[src/rtl/uart_rx_datapath_if.sv]
// Host-facing signal bundle of the UART receive datapath: serial line, sample strobe,
// and the received word with its level handshake and error flags.
interface uart_rx_datapath_if #(
  parameter int word_size = 8
);
  logic                 serial_in;
  logic                 sample_en;
  logic                 read_not_ready_in;
  logic [word_size-1:0] rx_datareg;
  logic                 read_not_ready_out;
  logic                 error1;
  logic                 error2;

  modport master (
    output serial_in,
    output sample_en,
    output read_not_ready_in,
    input  rx_datareg,
    input  read_not_ready_out,
    input  error1,
    input  error2
  );

  modport slave (
    input  serial_in,
    input  sample_en,
    input  read_not_ready_in,
    output rx_datareg,
    output read_not_ready_out,
    output error1,
    output error2
  );
endinterface

[src/rtl/uart_rx_datapath.sv]
// Oversampling UART receiver: validates the start bit at mid-bit, shifts data LSB first,
// checks the stop bit and hands the word to the host with overrun/framing flags.
module uart_rx_datapath #(
  parameter int word_size       = 8,
  parameter int size_bit_count  = 3,
  parameter int oversample      = 8,
  parameter int oversample_bits = 3
) (
  input logic               clk,
  input logic               rst_b,
  uart_rx_datapath_if.slave bus
);

  typedef enum logic [1:0] {IDLE, START, RECV} state_t;

  localparam logic [oversample_bits-1:0] HalfLast   = oversample_bits'(oversample / 2 - 1);
  localparam logic [oversample_bits-1:0] SampleLast = oversample_bits'(oversample - 1);
  localparam logic [size_bit_count:0]    BitLast    = (size_bit_count + 1)'(word_size);

  logic [1:0]                 sync_q;
  logic                       rx_s;
  state_t                     state_q, state_d;
  logic [oversample_bits-1:0] sample_cnt_q, sample_cnt_d;
  logic [size_bit_count:0]    bit_cnt_q, bit_cnt_d;
  logic [word_size-1:0]       rx_shiftreg_q, rx_shiftreg_d;
  logic [word_size-1:0]       rx_datareg_q, rx_datareg_d;
  logic                       rnr_q, rnr_d;
  logic                       error1_q, error1_d;
  logic                       error2_q, error2_d;
  logic                       pending;

  // Two-flop synchronizer; reset to the idle-high line level so no false start is seen.
  always_ff @(posedge clk or negedge rst_b) begin
    if (!rst_b) begin
      sync_q <= 2'b11;
    end else begin
      sync_q <= {sync_q[0], bus.serial_in};
    end
  end

  assign rx_s = sync_q[1];

  always_ff @(posedge clk or negedge rst_b) begin
    if (!rst_b) begin
      state_q       <= IDLE;
      sample_cnt_q  <= '0;
      bit_cnt_q     <= '0;
      rx_shiftreg_q <= '0;
      rx_datareg_q  <= '0;
      rnr_q         <= 1'b0;
      error1_q      <= 1'b0;
      error2_q      <= 1'b0;
    end else begin
      state_q       <= state_d;
      sample_cnt_q  <= sample_cnt_d;
      bit_cnt_q     <= bit_cnt_d;
      rx_shiftreg_q <= rx_shiftreg_d;
      rx_datareg_q  <= rx_datareg_d;
      rnr_q         <= rnr_d;
      error1_q      <= error1_d;
      error2_q      <= error2_d;
    end
  end

  // The acknowledge is applied first so a frame completing on the same edge still loads.
  assign pending = rnr_q & ~bus.read_not_ready_in;

  always_comb begin
    state_d       = state_q;
    sample_cnt_d  = sample_cnt_q;
    bit_cnt_d     = bit_cnt_q;
    rx_shiftreg_d = rx_shiftreg_q;
    rx_datareg_d  = rx_datareg_q;
    rnr_d         = rnr_q;
    error1_d      = error1_q;
    error2_d      = error2_q;

    if (bus.read_not_ready_in) begin
      rnr_d    = 1'b0;
      error1_d = 1'b0;
      error2_d = 1'b0;
    end

    if (bus.sample_en) begin
      case (state_q)
        IDLE: begin
          if (!rx_s) begin
            state_d      = START;
            sample_cnt_d = oversample_bits'(1);
          end
        end
        START: begin
          if (rx_s) begin
            state_d      = IDLE;
            sample_cnt_d = '0;
          end else if (sample_cnt_q == HalfLast) begin
            state_d      = RECV;
            sample_cnt_d = '0;
            bit_cnt_d    = '0;
          end else begin
            sample_cnt_d = sample_cnt_q + 1'b1;
          end
        end
        RECV: begin
          if (sample_cnt_q != SampleLast) begin
            sample_cnt_d = sample_cnt_q + 1'b1;
          end else begin
            sample_cnt_d = '0;
            if (bit_cnt_q < BitLast) begin
              rx_shiftreg_d = {rx_s, rx_shiftreg_q[word_size-1:1]};
              bit_cnt_d     = bit_cnt_q + 1'b1;
            end else begin
              // Stop sample: a low stop bit only flags an error, reception carries on.
              state_d   = IDLE;
              bit_cnt_d = '0;
              if (pending) begin
                error1_d = 1'b1;
              end else begin
                rx_datareg_d = rx_shiftreg_q;
                rnr_d        = 1'b1;
                error2_d     = ~rx_s;
              end
            end
          end
        end
        default: begin
          state_d = IDLE;
        end
      endcase
    end
  end

  assign bus.rx_datareg         = rx_datareg_q;
  assign bus.read_not_ready_out = rnr_q;
  assign bus.error1             = error1_q;
  assign bus.error2             = error2_q;

endmodule

[src/flat_wrapper.sv]
// flat-port wrapper written by rule: the top's interface ports become plain ports
module uart_rx_datapath_flat 
#(
  parameter int word_size       = 8,
  parameter int size_bit_count  = 3,
  parameter int oversample      = 8,
  parameter int oversample_bits = 3
)
  (clk, rst_b, bus_serial_in, bus_sample_en, bus_read_not_ready_in, bus_rx_datareg, bus_read_not_ready_out, bus_error1, bus_error2);
  uart_rx_datapath_if #(.word_size(word_size)) bus_i ();
  input logic clk;
  input logic rst_b;
  input wire logic [$bits(bus_i.serial_in)-1:0] bus_serial_in;
  input wire logic [$bits(bus_i.sample_en)-1:0] bus_sample_en;
  input wire logic [$bits(bus_i.read_not_ready_in)-1:0] bus_read_not_ready_in;
  output wire logic [$bits(bus_i.rx_datareg)-1:0] bus_rx_datareg;
  output wire logic [$bits(bus_i.read_not_ready_out)-1:0] bus_read_not_ready_out;
  output wire logic [$bits(bus_i.error1)-1:0] bus_error1;
  output wire logic [$bits(bus_i.error2)-1:0] bus_error2;
  assign bus_i.serial_in = bus_serial_in;
  assign bus_i.sample_en = bus_sample_en;
  assign bus_i.read_not_ready_in = bus_read_not_ready_in;
  assign bus_rx_datareg = bus_i.rx_datareg;
  assign bus_read_not_ready_out = bus_i.read_not_ready_out;
  assign bus_error1 = bus_i.error1;
  assign bus_error2 = bus_i.error2;
  uart_rx_datapath #(.word_size(word_size), .size_bit_count(size_bit_count), .oversample(oversample), .oversample_bits(oversample_bits)) u_core (.clk(clk), .rst_b(rst_b), .bus(bus_i));
endmodule
[config.mk]
export PLATFORM = sky130hd
export DESIGN_NAME = uart_rx_datapath_flat
export DESIGN_NICKNAME = d
export VERILOG_FILES = /design/src/rtl/uart_rx_datapath_if.sv /design/src/rtl/uart_rx_datapath.sv /design/src/flat_wrapper.sv
export SDC_FILE = /design/constraint.sdc
export NUM_CORES = 1
export LEC_CHECK = 0
export CORE_MARGIN = 2
export CORE_UTILIZATION = 49
export DETAILED_ROUTE_END_ITERATION = 7
export PLACE_DENSITY = 0.74
export REMOVE_ABC_BUFFERS = 1
export SYNTH_ARGS = -nofsm -noshare
export SYNTH_HDL_FRONTEND = slang
export SYNTH_SLANG_ARGS = --single-unit
[constraint.sdc]
create_clock -name clk -period 1.8 [get_ports clk]
set_input_delay 0.36 -clock clk [delete_from_list [all_inputs] [get_ports clk]]
set_output_delay 0.36 -clock clk [all_outputs]
set_load 0.005 [all_outputs]
==> results.md, run 1 <==
* Antenna violations before repair at 0
* Syn avg cell area at between 10 and 15 um2
* Die Y at ~58 um
* Tmin final at ~1800 ps
* Fin Clk Skew at 14.2 ps
* Port Buffers at 15
* Hold path cells at 0
* Clock Latency Late Sink at between 300 and 400 ps
* WP data arrival at ~2000 ps
* Post-route insts no fill at 179
* Critical Path RT at approximately 2000 ps
* Yosys warning total at 0
* Vias at approximately 940
* Max Slew Vio Count at 0
* Fill count at 209
* H-Tree Depth at 2
* DRC viols at 0
* HP Class: reg -> reg
* ANT cells at 0
* Top Ports at 16
* Max clock buf depth at 2
* Sequential Area at ~750 um2
* CTS buffer count at 5
* Global-route wire length before repair at roughly 4300 um
* Status: finished clean
* Crit end category: flip-flop
* Yosys top cell by area: dfrtp_1
* Row cnt at 19
* Nets at roughly 160
* Post-Synthesis Cells at 106
* Startpoint Class: flip-flop
* Setup TNS at 0 ps
* First-pass iteration count of the detailed router at 4
* Clk sinks at 30
* Layout Utilization at 0.682
* Starting Density at 0.512
* GPL Wtd Cong at around 0.79
* Fin crit share at 0.990
* Cell count after placement at about 170
* Root Driver: clkbuf_4
* Critical setup path kind: reg -> reg
* Die footprint at 3330 um2
* Peak VDD IR at approximately 0.76 mV
* Multi-input logic area at around 700 um2
* Vias in the first global route at just over 1,000
* Clock-pin slew on the worst setup and hold paths at approximately 90 ps
* Slew @ Worst Pin at 370 ps
* Initial DRC Count at 29
* Core ar. at approximately 2800 um2
* Synth cell types at 32
* Hold worst-path end: u_core.sync_q[1]
* Total wire length at approximately 2500 um
* Synth Register Bits at 30
* Final setup violating endpoints at 0
* R2r setup slk at approximately 19 ps
* CTS tree: built
* Share of layout cells above drive strength 1 at 0.419
* R2R cell count at 7
* CTS Hold Buffers Added at 0
* Gr usage total at 0.171
* Largest net degree at the start of global routing at 31
* DR WL/cell at approximately 14 um
* Synthesized area at between 1000 and 1500 um2
* Lkg Pwr at slightly below 0.9 nW
* RR Endpoint: u_core.bit_cnt_q[0]
* Top cell type's share of synthesized area at 0.496
* Hold Slack at ~360 ps
* FF-to-FF Start: u_core.sample_cnt_q[1]
* Die W at roughly 58 um
* Pwr Density at 979 nW/um2
* CP max FO at 3
* Slew margin rel. at 0.753
* Max Freq at roughly 560 MHz
* Seq/Total Area, Yosys at 0.534
* Post-DP HPWL at between 1500 and 2000 um
* Hold wc startpoint: u_core.sync_q[0]
* GR Overflow Total at 0
* Top cells by area, synth: dfrtp_1 (50%), mux2_2 (16%), ha_1 (8.0%), dfstp_2 (3.7%), inv_1 (2.1%)
* Final hold violations at 0
* Area grow syn2layout at 33.3%
* Routed Antenna Nets at 0
* Via-to-Cell Ratio at approximately 5.2
* Max-Cap Viols at 0
==> per-layer routing <==
layer | wire [um] | GRT usage | vias to the layer above
met4 | 17 | 0.0498 | 0
met5 | 0 | 0 | -
met2 | 1300 | 0.276 | 19
li1 | - | - | 465
met1 | 1120 | 0.213 | 451
met3 | 99 | 0.0670 | 2
==> stage by stage <==
step | total power, mW | cell area, um2 | setup WS (ps)
2_1_floorplan | 1.10 | 1410 | 46.4
3_3_place_gp | 1.31 | 1730 | -120
3_5_place_dp | 1.33 | 1730 | -159
4_1_cts | 1.72 | 1790 | 33.5
5_1_grt | 1.98 | 1880 | -20.8
6_report | 1.84 | 1880 | 18.9
==> Yosys cell counts <==
cell type,n
dfrtp_1,28
mux2_2,20
ha_1,9
inv_1,8
nand2_1,3
nor2_1,3
nor2b_1,3
a21oi_1,2
and2b_1,2
dfstp_2,2
mux2i_1,2
nand2b_1,2
nor3b_1,2
o21ai_0,2
a2111oi_0,1
a2111oi_2,1
a211o_1,1
a211oi_1,1
a21bo_2,1
a21boi_4,1
a21o_1,1
a2bb2oi_1,1
and4_1,1
nand3_1,1
nand3_2,1
nor3_1,1
nor4_2,1
o211ai_1,1
o21bai_1,1
o2bb2ai_1,1
o31ai_1,1
o41ai_1,1
==> power breakdown <==
group	switching (mW)	internal (mW)	total, mW
combinational	0.330	0.365	0.696
sequential	0.0540	0.729	0.783
clock	0.214	0.149	0.363
total	0.598	1.24	1.84
==> worst max path at each step <==
stage / start / endpoint / slack (ps) / cells past startpoint
detailed placement: bus_sample_en / u_core.bus.rx_datareg[4] / -160 / 5
CTS: u_core.sample_cnt_q[0] / u_core.state_q[1] / 30 / 5
global route: u_core.sample_cnt_q[1] / u_core.state_q[1] / -20 / 5
global placement: bus_sample_en / u_core.bus.rx_datareg[6] / -120 / 5
floorplan: u_core.sample_cnt_q[0] / u_core.state_q[0] / 50 / 5
finish: u_core.sample_cnt_q[1] / u_core.bit_cnt_q[0] / 20 / 7
==> what timing repair did <==
action | CTS | global route
resized for setup | 2 | 12
endpoints found under the hold margin | 0 | 0
endpoints found under the setup margin | 4 | 12
pin swaps | 1 | 2
setup buffers | 0 | 3
==> cell families after synthesis <==
group	after synthesis	synth area share
flip-flops	30	0.534
multiplexers	22	0.174
AND/OR/NAND/NOR	20	0.0886
AO/OA/AOI/OAI	17	0.103
adder cells (fa/ha/maj)	9	0.0798
buffers and inverters	8	0.0213
==> layout make-up <==
| class | count | share of cell area |
|---|---|---|
| Clock buffer | 6 | 0.0219 |
| Clock inverter | 2 | 0.00532 |
| Inverter | 8 | 0.0160 |
| Multi-Input combinational cell | 68 | 0.374 |
| Sequential cell | 30 | 0.400 |
| Tap cell | 31 | 0.0206 |
| Timing Repair Buffer | 34 | 0.162 |
==> registers in the layout (all words and copies together) (netlist names) <==
name / flops
u_core.sample_cnt_q: 3
u_core.bus.rx_datareg: 8
u_core.state_q: 2
u_core.bus.error1: 1
u_core.sync_q: 2
u_core.bus.read_not_ready_out: 1
u_core.bus.error2: 1
u_core.bit_cnt_q: 4
u_core.rx_shiftreg_q: 8
==> cells in the final DEF, fill, tap and decap left out, drive strengths merged, types with 2 or more instances in the layout <==
cell type / instances
o21ai: 2
inv: 8
nor2: 3
dfstp: 2
ha: 9
nand2b: 2
nor2b: 3
mux2i: 2
and2b: 2
mux2: 20
nand2: 3
dfrtp: 28
clkinv: 2
a2111oi: 2
buf: 19
a21oi: 2
clkdlybuf4s50: 15
nand3: 2
clkbuf: 6
nor3b: 2
==> critical path: stages (launching register included) <==
cell,delay [ps]
dfrtp_1,430
ha_4,170
buf_4,110
ha_2,210
nand2b_4,60
buf_4,150
a211o_1,290
mux2_2,260
Power figures use the tool's default switching activity.
==> run 2: changes to the inputs <==
--- a/config.mk
+++ b/config.mk
@@ -9,7 +9,6 @@
 export CORE_UTILIZATION = 49
 export DETAILED_ROUTE_END_ITERATION = 7
 export PLACE_DENSITY = 0.74
-export REMOVE_ABC_BUFFERS = 1
 export SYNTH_ARGS = -nofsm -noshare
 export SYNTH_HDL_FRONTEND = slang
 export SYNTH_SLANG_ARGS = --single-unit
==> results of run 2 <==
Final layout, timing and power as in run 1 (identical DEF).
